### src/rtl/distribute_1xn_pipe.sv
// distribute_1xn_pipe
// Registered 1-to-N word distributor with per-lane valid/ready handshakes.
// One input word is captured into a single buffer together with a
// destination mask. Each targeted lane presents the word until its
// downstream consumer takes it. The lanes drain independently.
//
// Ports:
//   clk          clock, rising edge
//   rst          synchronous active-high reset
//   i_en         intake enable; 0 blocks acceptance of new words
//   i_valid      input word valid
//   o_ready      a word can be accepted this cycle
//   i_data_bus   input word
//   i_cmd        destination mask; bit k targets lane k
//   o_valid      per-lane output valid
//   i_ready      per-lane downstream ready
//   o_data_bus   lane k occupies [k*DATA_WIDTH +: DATA_WIDTH]
//   o_stall_cnt  saturating count of cycles with i_valid & ~o_ready
//                (exists only when DISTRIBUTE_1XN_PIPE_STALL_CNT_EN is defined)
//
// Optional feature macro: DISTRIBUTE_1XN_PIPE_STALL_CNT_EN
module distribute_1xn_pipe #(
  parameter int unsigned DATA_WIDTH = 32,
  parameter int unsigned NUM_OUTPUT = 4
) (
  input  logic                             clk,
  input  logic                             rst,
  input  logic                             i_en,
  input  logic                             i_valid,
  output logic                             o_ready,
  input  logic [DATA_WIDTH-1:0]            i_data_bus,
  input  logic [NUM_OUTPUT-1:0]            i_cmd,
  output logic [NUM_OUTPUT-1:0]            o_valid,
  input  logic [NUM_OUTPUT-1:0]            i_ready,
  output logic [NUM_OUTPUT*DATA_WIDTH-1:0] o_data_bus
`ifdef DISTRIBUTE_1XN_PIPE_STALL_CNT_EN
  ,
  output logic [15:0]                      o_stall_cnt
`endif
);

  logic [DATA_WIDTH-1:0] data_q, data_d;
  logic [NUM_OUTPUT-1:0] pend_q, pend_d;
  logic                  accept;

  // A new word fits when every lane still owing the old word completes now.
  // The combinational path from i_ready is intentional for full throughput.
  assign o_ready = i_en & ~rst & ((pend_q & ~i_ready) == '0);
  assign accept  = i_valid & o_ready;

  always_comb begin
    data_d = data_q;
    pend_d = pend_q & ~i_ready;
    // Accept overrides drain: every old bit is being cleared on this edge anyway.
    if (accept) begin
      data_d = i_data_bus;
      pend_d = i_cmd;
    end
  end

  always_ff @(posedge clk) begin
    if (rst) begin
      data_q <= '0;
      pend_q <= '0;
    end else begin
      data_q <= data_d;
      pend_q <= pend_d;
    end
  end

  assign o_valid = pend_q;

  // Lanes that are not pending drive zeros, not stale data.
  for (genvar k = 0; k < NUM_OUTPUT; k++) begin : g_lane
    assign o_data_bus[k*DATA_WIDTH +: DATA_WIDTH] = pend_q[k] ? data_q : '0;
  end

`ifdef DISTRIBUTE_1XN_PIPE_STALL_CNT_EN
  logic [15:0] stall_cnt_q;

  always_ff @(posedge clk) begin
    if (rst) begin
      stall_cnt_q <= '0;
    end else if (i_valid && !o_ready && (stall_cnt_q != 16'hFFFF)) begin
      stall_cnt_q <= stall_cnt_q + 16'd1;
    end
  end

  assign o_stall_cnt = stall_cnt_q;
`endif

endmodule

### config.mk
export PLATFORM = sky130hd
export DESIGN_NAME = distribute_1xn_pipe
export DESIGN_NICKNAME = d
export VERILOG_FILES = /design/src/rtl/distribute_1xn_pipe.sv
export SDC_FILE = /design/constraint.sdc
export NUM_CORES = 1
export LEC_CHECK = 0
export BUFFER_PORTS_ARGS = -buffer_cell sky130_fd_sc_hd__buf_2
export CORE_ASPECT_RATIO = 0.8
export CORE_UTILIZATION = 40
export CTS_BUF_LIST = sky130_fd_sc_hd__clkbuf_16
export DETAILED_ROUTE_END_ITERATION = 10
export PLACE_DENSITY = 0.81
export RECOVER_POWER = 100
export SKIP_LAST_GASP = 1
export SLEW_MARGIN = 20
export SYNTH_ARGS = -nofsm -noshare
export SYNTH_HDL_FRONTEND = slang
export SYNTH_SLANG_ARGS = --single-unit
### constraint.sdc
create_clock -name clk -period 1.63 [get_ports clk]
set_input_delay 0.163 -clock clk [delete_from_list [all_inputs] [get_ports clk]]
set_output_delay 0.163 -clock clk [all_outputs]
set_load 0.02 [all_outputs]
Word level (Yosys, flattened, before mapping)
Index checks and enable logic that the tools add are counted.
Widths: inputs -> output; s select.
{ "classes": {"muxes": 5, "n_bitwise": 6, "n_reduce_logical": 1} }
{ "ops": {"columns": ["op", "n"], "rows": [
  ["$mux 32", 4],
  ["$and 4x4->4", 1],
  ["$logic_not 4->1", 1],
  ["$mux 4", 1],
  ["$not 4->4", 1],
  ["$and 1x1->1", 3],
  ["$not 1->1", 1]
]} }
{ "word_totals": {"ff_bits": 36, "input_bits": 44, "elab_cells": 14} }

Logic depth before layout (Yosys ltp)
{ "logic_depth": {"ltp_word": 6, "mapped_depth": 6} }

Worst setup path after synthesis
No wires, ideal clock.
{ "synth_timing": {"kind": "reg2out", "start": "reg pend_q[2], in the netlist o_valid[2]", "end": "out o_ready", "arrival_ns": 1.326, "t_required_ns": 1.467, "slack_ns": 0.141, "stages_incl_launch_ff": 6, "path_buffers": 2, "path_cell_list": "dfxtp_1 nor2b_4 or2_1 buf_4 buf_6 nor2_1"} }
{ "synth_via": {"elab_chain_cells": 3} }
{ "synth_rtl": {"columns": ["item", "line_no", "source"], "rows": [
  ["start: declaration", "43", "logic [NUM_OUTPUT-1:0] pend_q, pend_d;"],
  ["start signal: assignment", "67", "pend_q <= pend_d;"],
  ["$and 4x4->4", "48", "assign o_ready = i_en & ~rst & ((pend_q & ~i_ready) == '0);"],
  ["$logic_not 4->1", "48", null],
  ["$and 1x1->1", "48", null],
  ["end: declaration", "30", "output logic o_ready,"]
]} }
Every way passes these cells.

Final worst setup path
Ends and elaborated chain as after synthesis.

==> run_results.csv <==
group,metric,value,unit
status,outcome,"complete, no violations",
worst_setup_path,critPathLaunchType,"flop",
synth,ys_ff_latch,36,
pwr,p_leak,0.00133,uW
cells_and_area,final_cells,553,
cells_and_area,num_antenna_cells,0,
placement,place_ws,0.355,ns
synth,synth_top_family_by_area,"simple AND/OR/NAND/NOR gates",
hold_path,hold_depth,2,
synth,yosys.area_share.adder,0,%
worst_setup_path,crit_chain,"nor2b_4 -> or2_1 -> buf_6 -> nor2_1 -> buf_4",
pwr,power.density,709,nW/um^2
sta,max_freq,661,MHz
hold_path,holdPathEnd,"o_valid[0]",
synth,synthMuxAreaShare,0,%
detailed_routing,avgViaCountPerCell,4.74,
synth,ys_types,19,
detailed_routing,wl_per_cell,13.2,um
sta,worstMarginPinSlew,0.391,ns
placement,dp.cells,545,
detailed_routing,first_pass_iters,4,
cts,root_buffer,"clkbuf_16",
worst_setup_path,ff2ff_path_depth,5,
synth,netlist_area,2280,sq um
synth,synthDominantCellAreaShare,35.4,%
global_route,overflow,0,
die,num_rows,24,
pwr,ir_drop,0.000584,V
die,dieArea,6010,sq um
synth,syn-mean-instance-area,7.41,sq um
placement,io_buffers,176,
cts,clock_path_buffers,2,
detailed_routing,drc,0,
die,initial_core_util,41.8,%
global_route,grtUsageTotal,23.8,%
sta,drv_slew,0,
worst_setup_path,slowest_delay,0.31,ns
placement,dp_hpwl,5160,um
global_route,antenna_found_initial,0,
cells_and_area,fill_cells,576,
sta,setup_viol,0,
synth,synthCells,308,
sta,fin_crit_sh,92.8,%
cts,numCtsBuffers,5,
synth,synthTopCellsByArea,"and2_1 (35%), dfxtp_1 (32%), a21oi_1 (7.5%)",
detailed_routing,wl,7320,um
cts,cts_tree,"yes",
sta,skew,0.00341,ns
worst_setup_path,timing.rr.start,"o_valid[1]",
global_route,grt_pass1_wl,11400,um
worst_setup_path,path_delay_family,"simple AND/OR/NAND/NOR gates",
synth,yosysWarnings,0,
worst_setup_path,reg2reg_to,"data_q[5]",
die,io_pins,177,
sta,rsz0062_at_grt,"false",
detailed_routing,via_count,2621,
placement,dpl_cell_area,3210,sq um
cts,cts-htree-levels,2,
die,core-area,5470,sq um
synth,seq_area_frac_synth,31.6,%
worst_setup_path,crit_buf_inv,2,
cells_and_area,postLayoutCellArea,3230,sq um
sta,min_period,1.51,ns
cts,cts.sinks,36,
die,die_y,69.6,um
sta,layout_setup_ws,0.117,ns
worst_setup_path,cp.arrival,1.35,ns
synth,synth.net_count,352,
cts,worstSkewPairLatency,0.27,ns
worst_setup_path,crit_required,1.47,ns
worst_setup_path,end_kind,"output port",
placement,gp_congestion,0.785,
job,drv_cap,0,
global_route,grt_pass1_vias,2304,
sta,setup_tns,0,ns
worst_setup_path,critical_path.slowest_cell,"dfxtp_1",
hold_path,holdCritStartpoint,"i_cmd[0]",
synth,synthSimpleGateAreaFrac,46.1,%
cells_and_area,drive_gt1_share,19.4,%
sta,relSlewSlack,73.9,%
sta,hold_viol,0,
synth,synth_xor_area_share,0,%
cts,clk_pin_slew,0.06,ns
worst_setup_path,crit_type,"reg -> out",
worst_setup_path,crit_fanout,20,
die,fp.dieW,86.5,um
detailed_routing,antenna_left,0,
hold_path,hold_class,"in -> reg",
cells_and_area,area_delta_synth_final,41.4,%
worst_setup_path,reg2reg_setup_slack,0.20,ns
detailed_routing,drt_iter0_drc,68,
synth,synth_compound_area_share,15.2,%
global_route,grt_max_degree,37,
cells_and_area,fin_nets,518,
synth,yosys.area.top_type,"and2_1",
[final cells by class]
class	instances	area, sq um	share of cell area, %
multi-input cells	242	1400	43.3
repair buffers	189	843	26.1
flip-flops and latches	36	721	22.3
clock buffers	5	125	3.88
well taps	78	97.6	3.02
clock inverters	3	42.5	1.32
[stage by stage]
stage	power, uW	hold slack, ns	util [%]
after floorplan	1130	0.280	-
after global placement	1230	0.376	58.7
after detailed placement	1240	0.379	58.7
after CTS	2310	0.0946	61.8
after global routing	2380	0.0934	59.0
final	2290	0.101	59.0
[synth_stat cells]
cell / instances
o21ai_1: 29
or2_1: 1
buf_4: 5
nand3_1: 33
buf_2: 5
o21ai_0: 3
and4_1: 1
nand2b_1: 3
buf_6: 3
nor2_1: 2
a21oi_1: 34
clkbuf_2: 1
dfxtp_1: 36
nand4_1: 2
clkbuf_1: 16
nor2_2: 2
and2_1: 129
o2bb2ai_1: 2
nor2b_4: 1
[placed cells by master, fill, tap and decap left out]
| master | Yosys | routed |
|---|---|---|
| nand4_1 | 2 | 2 |
| clkbuf_2 | 1 | 3 |
| or2_1 | 1 | 1 |
| dfxtp_1 | 36 | 36 |
| and4_1 | 1 | 1 |
| clkbuf_16 | 0 | 5 |
| buf_4 | 5 | 9 |
| clkbuf_4 | 0 | 1 |
| o21ai_0 | 3 | 3 |
| nor2b_4 | 1 | 1 |
| and2_1 | 129 | 109 |
| buf_2 | 5 | 68 |
| buf_6 | 3 | 1 |
| clkinv_2 | 0 | 1 |
| and2_0 | 0 | 20 |
| clkbuf_1 | 16 | 107 |
| nand3_1 | 33 | 33 |
| nand2b_1 | 3 | 3 |
| clkinvlp_4 | 0 | 1 |
| nor2_2 | 2 | 1 |
| nor2_1 | 2 | 3 |
| o21ai_1 | 29 | 29 |
| o2bb2ai_1 | 2 | 2 |
| bufinv_16 | 0 | 1 |
| a21oi_1 | 34 | 34 |
[what timing repair did]
item / in CTS / in global routing
gates resized for setup: 0 / 2
buffers inserted: 0 / 0
endpoints found under the hold margin: 0 / 0
hold buffers: 0 / 0
setup endpoints to repair: 0 / 1
[worst max path at each step]
| stage | startpoint | to | slack, ns | cells past startpoint |
|---|---|---|---|---|
| after floorplan | o_valid[2] | o_ready | 0.14 | 5 |
| after global placement | o_valid[2] | o_ready | 0.35 | 5 |
| after detailed placement | o_valid[2] | o_ready | 0.36 | 5 |
| after CTS | o_valid[2] | o_ready | 0.06 | 5 |
| after global routing | o_valid[2] | o_ready | 0.01 | 5 |
| final | o_valid[2] | o_ready | 0.12 | 5 |
[where the power goes]
group | switching (uW) | total [uW] | internal, uW
combinational | 174 | 276 | 102
clock | 355 | 1070 | 718
sequential | 28.0 | 939 | 911
[state kept, by name, summed over array words and instances (netlist names)]
register,cells
data_q,32
o_valid,4
[per-layer routing]
layer / global-route usage [%] / wire length (um) / vias to the layer above
met5: 0 / 0 / -
met4: 5.19 / 65 / 0
met3: 4.88 / 445 / 6
met2: 41.1 / 3440 / 114
met1: 30.5 / 3360 / 1157
li1: - / - / 1344
[logic make-up (layout without fill, tap and decap cells)]
kind of cell / after synthesis / after routing
AO/OA/AOI/OAI: 68 / 68
buffers and inverters: 30 / 197
flip-flops: 36 / 36
AND/OR/NAND/NOR: 174 / 174
No activity file was read; power rests on OpenSTA's default activity.
